===== config.mk =====
export PLATFORM = sky130hd
export DESIGN_NAME = uart_wishbone_bridge_flat
export DESIGN_NICKNAME = d
export VERILOG_FILES = /design/src/rtl/uart_wishbone_bridge_if.sv /design/src/rtl/uart_wishbone_bridge.sv /design/src/flat_wrapper.sv
export SDC_FILE = /design/constraint.sdc
export NUM_CORES = 1
export LEC_CHECK = 0
export BUFFER_PORTS_ARGS = -buffer_cell sky130_fd_sc_hd__clkbuf_2
export CAP_MARGIN = 10
export CORE_AREA = 2 2 152 154
export DETAILED_ROUTE_END_ITERATION = 8
export DIE_AREA = 0 0 154 156
export PLACE_DENSITY = 0.62
export SYNTH_ARGS = -nofsm -noshare
export SYNTH_HDL_FRONTEND = slang
export SYNTH_SLANG_ARGS = --single-unit

===== constraint.sdc =====
create_clock -name clk -period 2.1 [get_ports clk]
set_input_delay 0.21 -clock clk [delete_from_list [all_inputs] [get_ports clk]]
set_output_delay 0.21 -clock clk [all_outputs]
set_load 0.1 [all_outputs]

===== src/rtl/uart_wishbone_bridge_if.sv =====
// Wishbone bus bundle between the UART bridge (master) and the SoC interconnect (slave).
interface uart_wishbone_bridge_if;
  logic [29:0] wb_adr;
  logic [31:0] wb_dat_w;
  logic [31:0] wb_dat_r;
  logic [3:0]  wb_sel;
  logic        wb_cyc;
  logic        wb_stb;
  logic        wb_we;
  logic        wb_ack;

  modport master (output wb_adr, wb_dat_w, wb_sel, wb_cyc, wb_stb, wb_we,
                  input  wb_dat_r, wb_ack);
  modport slave  (input  wb_adr, wb_dat_w, wb_sel, wb_cyc, wb_stb, wb_we,
                  output wb_dat_r, wb_ack);
endinterface


===== src/rtl/uart_wishbone_bridge.sv =====
// UART command-packet receiver driving a single-word Wishbone master; read data goes back out on uart_tx.
module uart_wishbone_bridge #(
  parameter int CLK_DIV = 217,
  parameter int TIMEOUT = 1000000
) (
  input  logic clk,
  input  logic rst_n,
  input  logic uart_rx,
  output logic uart_tx,
  output logic busy,
  uart_wishbone_bridge_if.master wb
);
  localparam int CW = $clog2(CLK_DIV + 1);
  localparam int TW = $clog2(TIMEOUT + 1);
  localparam logic [CW-1:0] HALF = CW'(CLK_DIV / 2 - 1);
  localparam logic [CW-1:0] FULL = CW'(CLK_DIV - 1);
  localparam logic [TW-1:0] TMAX = TW'(TIMEOUT - 1);

  localparam logic [1:0] RX_IDLE = 2'd0, RX_START = 2'd1, RX_DATA = 2'd2, RX_STOP = 2'd3;
  localparam logic [2:0] S_IDLE = 3'd0, S_LEN = 3'd1, S_ADDR = 3'd2, S_WDATA = 3'd3,
                         S_WB_WRITE = 3'd4, S_WB_READ = 3'd5, S_TXDATA = 3'd6;

  logic          rx_s1_q, rx_s2_q, rx_valid_q, rx_ferr_q;
  logic [1:0]    rx_st_q;
  logic [CW-1:0] rx_cnt_q;
  logic [2:0]    rx_bit_q;
  logic [7:0]    rx_sh_q;

  always_ff @(posedge clk) begin
    if (!rst_n) begin
      rx_s1_q <= 1'b1; rx_s2_q <= 1'b1; rx_st_q <= RX_IDLE; rx_cnt_q <= '0;
      rx_bit_q <= '0; rx_sh_q <= '0; rx_valid_q <= 1'b0; rx_ferr_q <= 1'b0;
    end else begin
      rx_s1_q <= uart_rx;
      rx_s2_q <= rx_s1_q;
      rx_valid_q <= 1'b0;
      rx_ferr_q <= 1'b0;
      rx_cnt_q <= rx_cnt_q + CW'(1);
      case (rx_st_q)
        RX_IDLE: begin
          rx_cnt_q <= '0;
          if (!rx_s2_q) rx_st_q <= RX_START;
        end
        // Mid-start re-check rejects glitches shorter than half a bit.
        RX_START: if (rx_cnt_q == HALF) begin
          rx_cnt_q <= '0;
          rx_bit_q <= '0;
          rx_st_q  <= rx_s2_q ? RX_IDLE : RX_DATA;
        end
        RX_DATA: if (rx_cnt_q == FULL) begin
          rx_cnt_q <= '0;
          rx_sh_q  <= {rx_s2_q, rx_sh_q[7:1]};
          rx_bit_q <= rx_bit_q + 3'd1;
          if (rx_bit_q == 3'd7) rx_st_q <= RX_STOP;
        end
        default: if (rx_cnt_q == FULL) begin
          rx_cnt_q   <= '0;
          rx_valid_q <= rx_s2_q;
          rx_ferr_q  <= !rx_s2_q;
          rx_st_q    <= RX_IDLE;
        end
      endcase
    end
  end

  logic          tx_start, tx_done, tx_act_q;
  logic [7:0]    tx_byte;
  logic [9:0]    tx_sh_q;
  logic [3:0]    tx_bit_q;
  logic [CW-1:0] tx_cnt_q;

  // A new byte may be loaded in the last stop-bit cycle, so back-to-back bytes have no gap.
  assign tx_done = tx_act_q && (tx_bit_q == 4'd9) && (tx_cnt_q == FULL);
  assign uart_tx = tx_sh_q[0];

  always_ff @(posedge clk) begin
    if (!rst_n) begin
      tx_sh_q <= '1; tx_bit_q <= '0; tx_cnt_q <= '0; tx_act_q <= 1'b0;
    end else if (tx_start) begin
      tx_sh_q <= {1'b1, tx_byte, 1'b0}; tx_bit_q <= '0; tx_cnt_q <= '0; tx_act_q <= 1'b1;
    end else if (tx_act_q) begin
      if (tx_cnt_q == FULL) begin
        tx_cnt_q <= '0;
        tx_bit_q <= tx_bit_q + 4'd1;
        tx_sh_q  <= {1'b1, tx_sh_q[9:1]};
        if (tx_bit_q == 4'd9) tx_act_q <= 1'b0;
      end else begin
        tx_cnt_q <= tx_cnt_q + CW'(1);
      end
    end
  end

  logic [2:0]    st_q, st_d;
  logic          rd_q, rd_d, stb_q, stb_d, we_q, we_d;
  logic [7:0]    len_q, len_d, wcnt_q, wcnt_d;
  logic [1:0]    bidx_q, bidx_d;
  logic [23:0]   sh_q, sh_d;
  logic [31:0]   rdat_q, rdat_d, dat_w_q, dat_w_d;
  logic [29:0]   adr_q, adr_d;
  logic [TW-1:0] to_q, to_d;

  always_comb begin
    st_d = st_q; rd_d = rd_q; len_d = len_q; wcnt_d = wcnt_q; bidx_d = bidx_q;
    sh_d = sh_q; rdat_d = rdat_q; adr_d = adr_q; dat_w_d = dat_w_q;
    stb_d = stb_q; we_d = we_q; to_d = '0;
    tx_start = 1'b0;
    tx_byte  = rdat_q[31:24];
    case (st_q)
      S_IDLE: if (rx_valid_q && (rx_sh_q == 8'h01 || rx_sh_q == 8'h02)) begin
        st_d = S_LEN;
        rd_d = rx_sh_q[1];
      end
      S_LEN: if (rx_valid_q) begin
        len_d = rx_sh_q; bidx_d = 2'd0; st_d = S_ADDR;
      end
      S_ADDR, S_WDATA: if (rx_valid_q) begin
        sh_d   = {sh_q[15:0], rx_sh_q};
        bidx_d = bidx_q + 2'd1;
        if (bidx_q == 2'd3) begin
          if (st_q == S_ADDR) begin
            adr_d  = {sh_q[21:0], rx_sh_q};
            wcnt_d = '0;
            if (len_q == 8'd0) st_d = S_IDLE;
            else if (rd_q) begin st_d = S_WB_READ; stb_d = 1'b1; end
            else st_d = S_WDATA;
          end else begin
            dat_w_d = {sh_q, rx_sh_q}; stb_d = 1'b1; we_d = 1'b1; st_d = S_WB_WRITE;
          end
        end
      end
      S_WB_WRITE: if (wb.wb_ack) begin
        stb_d = 1'b0; we_d = 1'b0;
        adr_d = adr_q + 30'd1; wcnt_d = wcnt_q + 8'd1;
        st_d  = (wcnt_q + 8'd1 == len_q) ? S_IDLE : S_WDATA;
      end
      S_WB_READ: if (wb.wb_ack) begin
        stb_d = 1'b0; adr_d = adr_q + 30'd1; wcnt_d = wcnt_q + 8'd1;
        rdat_d = {wb.wb_dat_r[23:0], 8'h00};
        tx_start = 1'b1; tx_byte = wb.wb_dat_r[31:24];
        bidx_d = 2'd1; st_d = S_TXDATA;
      end
      // bidx counts bytes already started; wrapping to 0 means all four have gone out.
      S_TXDATA: if (tx_done) begin
        if (bidx_q != 2'd0) begin
          tx_start = 1'b1; rdat_d = {rdat_q[23:0], 8'h00}; bidx_d = bidx_q + 2'd1;
        end else if (wcnt_q == len_q) st_d = S_IDLE;
        else begin st_d = S_WB_READ; stb_d = 1'b1; end
      end
      default: st_d = S_IDLE;
    endcase
    if (st_q == S_LEN || st_q == S_ADDR || st_q == S_WDATA) begin
      if (!rx_valid_q) to_d = to_q + TW'(1);
      if (!rx_valid_q && (rx_ferr_q || to_q == TMAX)) st_d = S_IDLE;
    end
  end

  always_ff @(posedge clk) begin
    if (!rst_n) begin
      st_q <= S_IDLE; rd_q <= 1'b0; len_q <= '0; wcnt_q <= '0; bidx_q <= '0;
      sh_q <= '0; rdat_q <= '0; adr_q <= '0; dat_w_q <= '0;
      stb_q <= 1'b0; we_q <= 1'b0; to_q <= '0;
    end else begin
      st_q <= st_d; rd_q <= rd_d; len_q <= len_d; wcnt_q <= wcnt_d; bidx_q <= bidx_d;
      sh_q <= sh_d; rdat_q <= rdat_d; adr_q <= adr_d; dat_w_q <= dat_w_d;
      stb_q <= stb_d; we_q <= we_d; to_q <= to_d;
    end
  end

  assign busy        = (st_q != S_IDLE);
  assign wb.wb_cyc   = stb_q;
  assign wb.wb_stb   = stb_q;
  assign wb.wb_we    = we_q;
  assign wb.wb_sel   = {4{stb_q}};
  assign wb.wb_adr   = adr_q;
  assign wb.wb_dat_w = dat_w_q;
endmodule

===== src/flat_wrapper.sv =====
// flat-port wrapper written by rule: the top's interface ports become plain ports
module uart_wishbone_bridge_flat 
#(
  parameter int CLK_DIV = 217,
  parameter int TIMEOUT = 1000000
)
  (clk, rst_n, uart_rx, uart_tx, busy, wb_wb_adr, wb_wb_dat_w, wb_wb_sel, wb_wb_cyc, wb_wb_stb, wb_wb_we, wb_wb_dat_r, wb_wb_ack);
  uart_wishbone_bridge_if wb_i ();
  input  logic clk;
  input  logic rst_n;
  input  logic uart_rx;
  output logic uart_tx;
  output logic busy;
  output wire logic [$bits(wb_i.wb_adr)-1:0] wb_wb_adr;
  output wire logic [$bits(wb_i.wb_dat_w)-1:0] wb_wb_dat_w;
  output wire logic [$bits(wb_i.wb_sel)-1:0] wb_wb_sel;
  output wire logic [$bits(wb_i.wb_cyc)-1:0] wb_wb_cyc;
  output wire logic [$bits(wb_i.wb_stb)-1:0] wb_wb_stb;
  output wire logic [$bits(wb_i.wb_we)-1:0] wb_wb_we;
  input wire logic [$bits(wb_i.wb_dat_r)-1:0] wb_wb_dat_r;
  input wire logic [$bits(wb_i.wb_ack)-1:0] wb_wb_ack;
  assign wb_wb_adr = wb_i.wb_adr;
  assign wb_wb_dat_w = wb_i.wb_dat_w;
  assign wb_wb_sel = wb_i.wb_sel;
  assign wb_wb_cyc = wb_i.wb_cyc;
  assign wb_wb_stb = wb_i.wb_stb;
  assign wb_wb_we = wb_i.wb_we;
  assign wb_i.wb_dat_r = wb_wb_dat_r;
  assign wb_i.wb_ack = wb_wb_ack;
  uart_wishbone_bridge #(.CLK_DIV(CLK_DIV), .TIMEOUT(TIMEOUT)) u_core (.clk(clk), .rst_n(rst_n), .uart_rx(uart_rx), .uart_tx(uart_tx), .busy(busy), .wb(wb_i));
endmodule

* Word-level counts from Yosys, hierarchy flattened
Index checks and enable logic that the tools add are counted.
Storage, ports and cells: word-level logic and storage cells 193, register bits 209, input bits 36
Cells by class: bitwise operators 4, $add $sub $neg 8, equality and inequality tests 37, multiplexer cells 77, reduce and logical (&&, ||, !) cells 43
Operators by type and width (count):
- 30-bit two-way mux | 4
- 32-bit two-way mux | 3
- 8-bit two-way mux | 9
- 32-bit one-hot mux with 2 select lines | 1
- 30-bit one-hot mux with 2 select lines | 1
- 3-bit two-way mux | 16
- 8-bit one-hot mux with 2 select lines | 2
- 30-bit by 1-bit adder with 30-bit output, second input constant | 1
- 9-bit two-way mux | 3
- 8-bit by 1-bit adder with 8-bit output, second input constant | 3
- 2-bit two-way mux | 12
- 20-bit by 1-bit adder with 20-bit output, second input constant | 1
- 20-bit == test, second input constant | 1
- 2-bit by 1-bit != test with 1-bit output, second input constant | 10
- 1-bit two-way mux | 19
- 3-bit one-hot mux with 6 select lines | 1
- 8-bit == test | 2
- 8-bit == test, second input constant | 2
- 5-bit AND reduction | 3
- 2-bit nonzero test | 7
- 3-bit == test, second input constant | 4
- 2-bit != test, second input constant | 6
- 2-bit AND reduction | 6
- 9-bit AND reduction | 1
- other kinds (33) | 51

* Longest topological paths before layout
depth after elaboration 8, depth in mapped cells 9

* Worst setup path after synthesis
Ideal clock, no wire load.
path kind reg2reg, from register u_core.adr_q[0] (netlist: u_core.wb.wb_adr[0]), to register u_core.adr_q[28] (netlist: u_core.wb.wb_adr[28]), setup slack -547 ps, library setup time 95 ps, data required time 2005 ps, arrival time 2552 ps, stages on the path, launching flop included 8, cells stage by stage dfxtp_1 ha_1 nand3_1 nor4_4 buf_2 nand4_1 mux2i_1 a221oi_1
Between the ends: longest elaborated chain between the ends 3
Ends and longest elaborated chain:
- from (decl) | RTL line uart_wishbone_bridge.sv:99 | logic [29:0] adr_q, adr_d;
- from (signal assigned) | RTL line uart_wishbone_bridge.sv:160 | sh_q <= '0; rdat_q <= '0; adr_q <= '0; dat_w_q <= '0;
- from (signal assigned) | RTL line uart_wishbone_bridge.sv:164 | sh_q <= sh_d; rdat_q <= rdat_d; adr_q <= adr_d; dat_w_q <= dat_w_d;
- 30-bit by 1-bit adder with 30-bit output | RTL line uart_wishbone_bridge.sv:133, uart_wishbone_bridge.sv:137
- 30-bit two-way mux | RTL line uart_wishbone_bridge.sv:131, uart_wishbone_bridge.sv:136
- 30-bit one-hot mux with 2 select lines | RTL line uart_wishbone_bridge.sv:108 | case (st_q)
Every way passes these cells. The select of a mux whose other input is x is not followed. A chain may end at the register's enable or synchronous reset.

* Worst setup path after layout
from register u_core.tx_cnt_q[0], to register u_core.st_q[1]
Between the ends: longest elaborated chain between the ends 6
Ends and longest elaborated chain:
- from (decl) | RTL line uart_wishbone_bridge.sv:70 | logic [CW-1:0] tx_cnt_q;
- from (signal assigned) | RTL line uart_wishbone_bridge.sv:88 | tx_cnt_q <= tx_cnt_q + CW'(1);
- 8-bit == test (*) | RTL line uart_wishbone_bridge.sv:73 | assign tx_done = tx_act_q && (tx_bit_q == 4'd9) && (tx_cnt_q == FULL);
- 1-bit logical AND (*) | RTL line uart_wishbone_bridge.sv:73
- 3-bit two-way mux (*) | RTL line uart_wishbone_bridge.sv:143 | S_TXDATA: if (tx_done) begin
- 3-bit one-hot mux with 6 select lines (*) | RTL line uart_wishbone_bridge.sv:108
- 3-bit two-way mux | RTL line uart_wishbone_bridge.sv:153 | if (!rx_valid_q && (rx_ferr_q || to_q == TMAX)) st_d = S_IDLE;
- 3-bit two-way mux (*) | RTL line uart_wishbone_bridge.sv:151 | if (st_q == S_LEN || st_q == S_ADDR || st_q == S_WDATA) begin
- to (signal assigned) | RTL line uart_wishbone_bridge.sv:163 | st_q <= st_d; rd_q <= rd_d; len_q <= len_d; wcnt_q <= wcnt_d; bidx_q <= bidx_d;
- to (decl) | RTL line uart_wishbone_bridge.sv:93 | logic [2:0] st_q, st_d;
Mark *: on every way between the ends. The rest lies on a longest branch, timed or not.

==> results.sh <==
export IMPL_min_path_type="input port to flop"
export IMPL_final_cell_mix="197 x nand2_1, 175 x dfxtp_1, 134 x nor2_1"
export IMPL_grt_setup_unrepaired="no"
export IMPL_layout_nets=1328
export IMPL_postSynthAreaPerCell_sq_um=8.161
export IMPL_postLayoutCoreUtil=0.5056
export IMPL_wl_mm=24.78
export IMPL_grt_use_total=0.2015
export IMPL_endpoint_kind="flop"
export IMPL_pin_count=107
export IMPL_cts_buffer_depth=3
export IMPL_reg2reg_to="u_core.st_q[1]"
export IMPL_slew_violations=0
export IMPL_num_rows=55
export IMPL_area_growth_pct=19.44
export IMPL_fmax_mhz=518.9
export IMPL_place_gp_congestion=0.9168
export IMPL_ant_nets=0
export IMPL_h_tree_depth=1
export IMPL_grt_pass1_vias=7800
export IMPL_reg2reg_depth=7
export IMPL_worstHoldStart="wb_wb_dat_r[17]"
export IMPL_timing_final_crit_share=0.9177
export IMPL_antenna_found_initial=0
export IMPL_cts_tree="done"
export IMPL_synth_cell_area_sq_um=9467
export IMPL_hold_end="u_core.rdat_q[25]"
export IMPL_post_dp_hpwl_mm=16.94
export IMPL_drt_pass1_iter_count=5
export IMPL_wl_per_cell_um=15.71
export IMPL_ys_types=79
export IMPL_clock_latency_ns=0.51
export IMPL_worstSetupStartpointType="flop"
export IMPL_status="finished, final reports clean"
export IMPL_whs_path_depth=3
export IMPL_max_slew_margin=0.4327
export IMPL_start_util=0.4233
export IMPL_fin_skew_ns=0.02509
export IMPL_async_reset_ff_frac=0
export IMPL_ir_drop_mv=0.4642
export IMPL_path_clk_slew_ns=0.06
export IMPL_cts_buffers_inserted=23
export IMPL_clock_sinks=201
export IMPL_setup_violations=0
export IMPL_drive_gt1_frac=0.1960
export IMPL_ys_seq_elements=201
export IMPL_power_density_nw_per_um2=701.3
export IMPL_fin_crit_ns=1.927
export IMPL_drc=0
export IMPL_dr_first_iter_drc_count=610
export IMPL_port_buffers=106
export IMPL_tightestPinTransition_ns=0.8508
export IMPL_final_common_cell="nand2_1"
export IMPL_syn_nets=1212
export IMPL_overflow=0
export IMPL_synth_top_flop_cell="dfxtp_1"
export IMPL_via_per_inst=5.380
export IMPL_synth_edff_count=0
export IMPL_yosys_warnings=0
export IMPL_timing_setup_tns_ns=0
export IMPL_worstPathArrival_ns=2.33
export IMPL_finalHoldViolations=0
export IMPL_rr_startpoint="u_core.tx_cnt_q[0]"
export IMPL_postCtsSetupBuffers=0
export IMPL_leakagePower_nw=4.444
export IMPL_crit_fanout=5
export IMPL_crit_required_ns=2.50
export IMPL_num_vias=8485
export IMPL_core_sq_um=22370
export IMPL_synth_seq_area_share=0.4251
export IMPL_grt_max_degree=51
export IMPL_die_w_um=154
export IMPL_cts_root_buf="clkbuf_16"
export IMPL_grt_pass1_wl_mm=40.34
export IMPL_critPathKind="flop to flop"
export IMPL_design_die_area_sq_um=24020
export IMPL_synth_cells=1160
export IMPL_r2r_setup_slack_ns=0.17
export IMPL_die_h_um=156
export IMPL_cap_viol_max_count=0
synth_stat cells (3+ instances only):
library cell  number  area, sq um
nand2b_1           7        43.79
a31o_2             3        26.28
dfxtp_1          201         4024
and3b_1            3        26.28
mux2i_1           33        330.3
a22oi_1           12        90.09
a311oi_1           7        61.31
a21oi_1          113        565.5
xnor2_1           22        192.7
inv_1             20        75.07
buf_2             25        125.1
nand2_1          197        739.5
a31oi_1           12        75.07
and3_1            22        137.6
nor4_1             8        50.05
mux2_2             8        90.09
a2bb2oi_1          4        35.03
nand3b_1           6        45.04
and4_1             7        61.31
clkbuf_1          43        161.4
ha_1              16        200.2
nor2b_1            4        25.02
nand4b_1           5        43.79
o221a_1            3        33.78
a41oi_1            4        35.03
or4_1              6        45.04
nand3_1           32        160.2
o21ai_1           20        100.1
nand4_1           14        87.58
a211oi_1          23        172.7
nor3_1            19        95.09
o211ai_1           3        22.52
nor2_1           134        503.0
o21ai_0           23        115.1
a221oi_1           3        26.28
buf_1              3        11.26
and2_1            13        81.33
or3_1              6        37.54
a22o_1             3        26.28
buf_4              5        37.54
xor2_1            20        175.2
flip-flops by register name (all words and copies together) (netlist names), 2 cells and up:
name and flops:
u_core.len_q 8, u_core.tx_sh_q 9, u_core.rdat_q 24, u_core.tx_bit_q 4
u_core.sh_q 24, u_core.st_q 3, u_core.wb.wb_dat_w 32, u_core.to_q 20
u_core.wcnt_q 8, u_core.tx_cnt_q 8, u_core.rx_bit_q 3, u_core.wb.wb_adr 30
u_core.rx_sh_q 8, u_core.bidx_q 2, u_core.rx_cnt_q 8, u_core.rx_st_q 2
final cells by class:
cell class | count | area [sq um]
Tap cell | 285 | 356.6
Antenna cell | 1 | 2.502
Fill cell | 2161 | 11060
Timing Repair Buffer | 167 | 1051
Clock inverter | 9 | 80.08
Inverter | 21 | 81.33
Multi-Input combinational cell | 862 | 5039
Clock buffer | 31 | 635.6
Sequential cell | 201 | 4061
power by group:
part           leakage, nW  internal [W]  total (W)  switching [W]
registers             1.63       0.00382    0.00384      0.0000146
clock network        0.359       0.00225    0.00382        0.00157
logic                 2.45      0.000103   0.000268       0.000165
total                 4.44       0.00618    0.00793        0.00175
worst max path at each step:
stage / from / cells after the start / slack, ns / to
finish: u_core.tx_cnt_q[0] / 7 / 0.17 / u_core.st_q[1]
global route: u_core.tx_cnt_q[0] / 7 / 0.05 / u_core.wb.wb_cyc
CTS: u_core.wcnt_q[0] / 6 / 0.15 / u_core.st_q[0]
detailed placement: u_core.wcnt_q[0] / 6 / 0.16 / u_core.st_q[0]
global placement: u_core.wcnt_q[0] / 6 / 0.19 / u_core.st_q[0]
floorplan: u_core.wb.wb_adr[2] / 6 / 0.007 / u_core.wb.wb_adr[28]
cells by family after synthesis:
| group | count (synthesis) | synth area share |
|---|---|---|
| flip-flops | 201 | 0.4251 |
| adder cells (fa/ha/maj) | 16 | 0.02115 |
| buffers and inverters | 97 | 0.04375 |
| XOR/XNOR | 42 | 0.03886 |
| multiplexers | 42 | 0.04560 |
| AND/OR/NAND/NOR | 502 | 0.2518 |
| AO/OA/AOI/OAI | 260 | 0.1738 |
critical path, cell delays in order, from the launching register on:
cell,delay (ns)
dfxtp_1,0.34
inv_1,0.07
ha_1,0.15
nand4b_2,0.16
or4_1,0.58
a41oi_2,0.23
nand3_1,0.09
a21bo_1,0.20
layer usage:
metal	GRT usage	vias to the layer above	wire length [um]
li1	-	4301	-
met1	0.2891	3971	11960
met2	0.3192	177	11160
met3	0.02694	36	1165
met4	0.05296	0	492
met5	0	-	0
metrics by stage:
stage          setup slack [ns]  power [W]  hold slack, ns  instances  instance area (sq um)
2_1_floorplan          0.006579   0.004084          0.3115       1160                   9504
3_3_place_gp             0.1898   0.004179          0.3895       1527                  10490
3_5_place_dp             0.1643   0.004179          0.3953       1527                  10490
4_1_cts                  0.1538   0.008002         0.02207       1576                  11300
5_1_grt                 0.04865   0.008211         0.04658       1576                  11300
6_report                 0.1729   0.007929         0.03309       1577                  11310
what timing repair did:
item / 4_1_cts / 5_1_grt
hold buffers: 9 / 0
hold endpoints to repair: 9 / 0
endpoints found under the setup margin: 0 / 2
gates resized for setup: 0 / 1
Note: power is estimated with default switching activity, not from simulation.
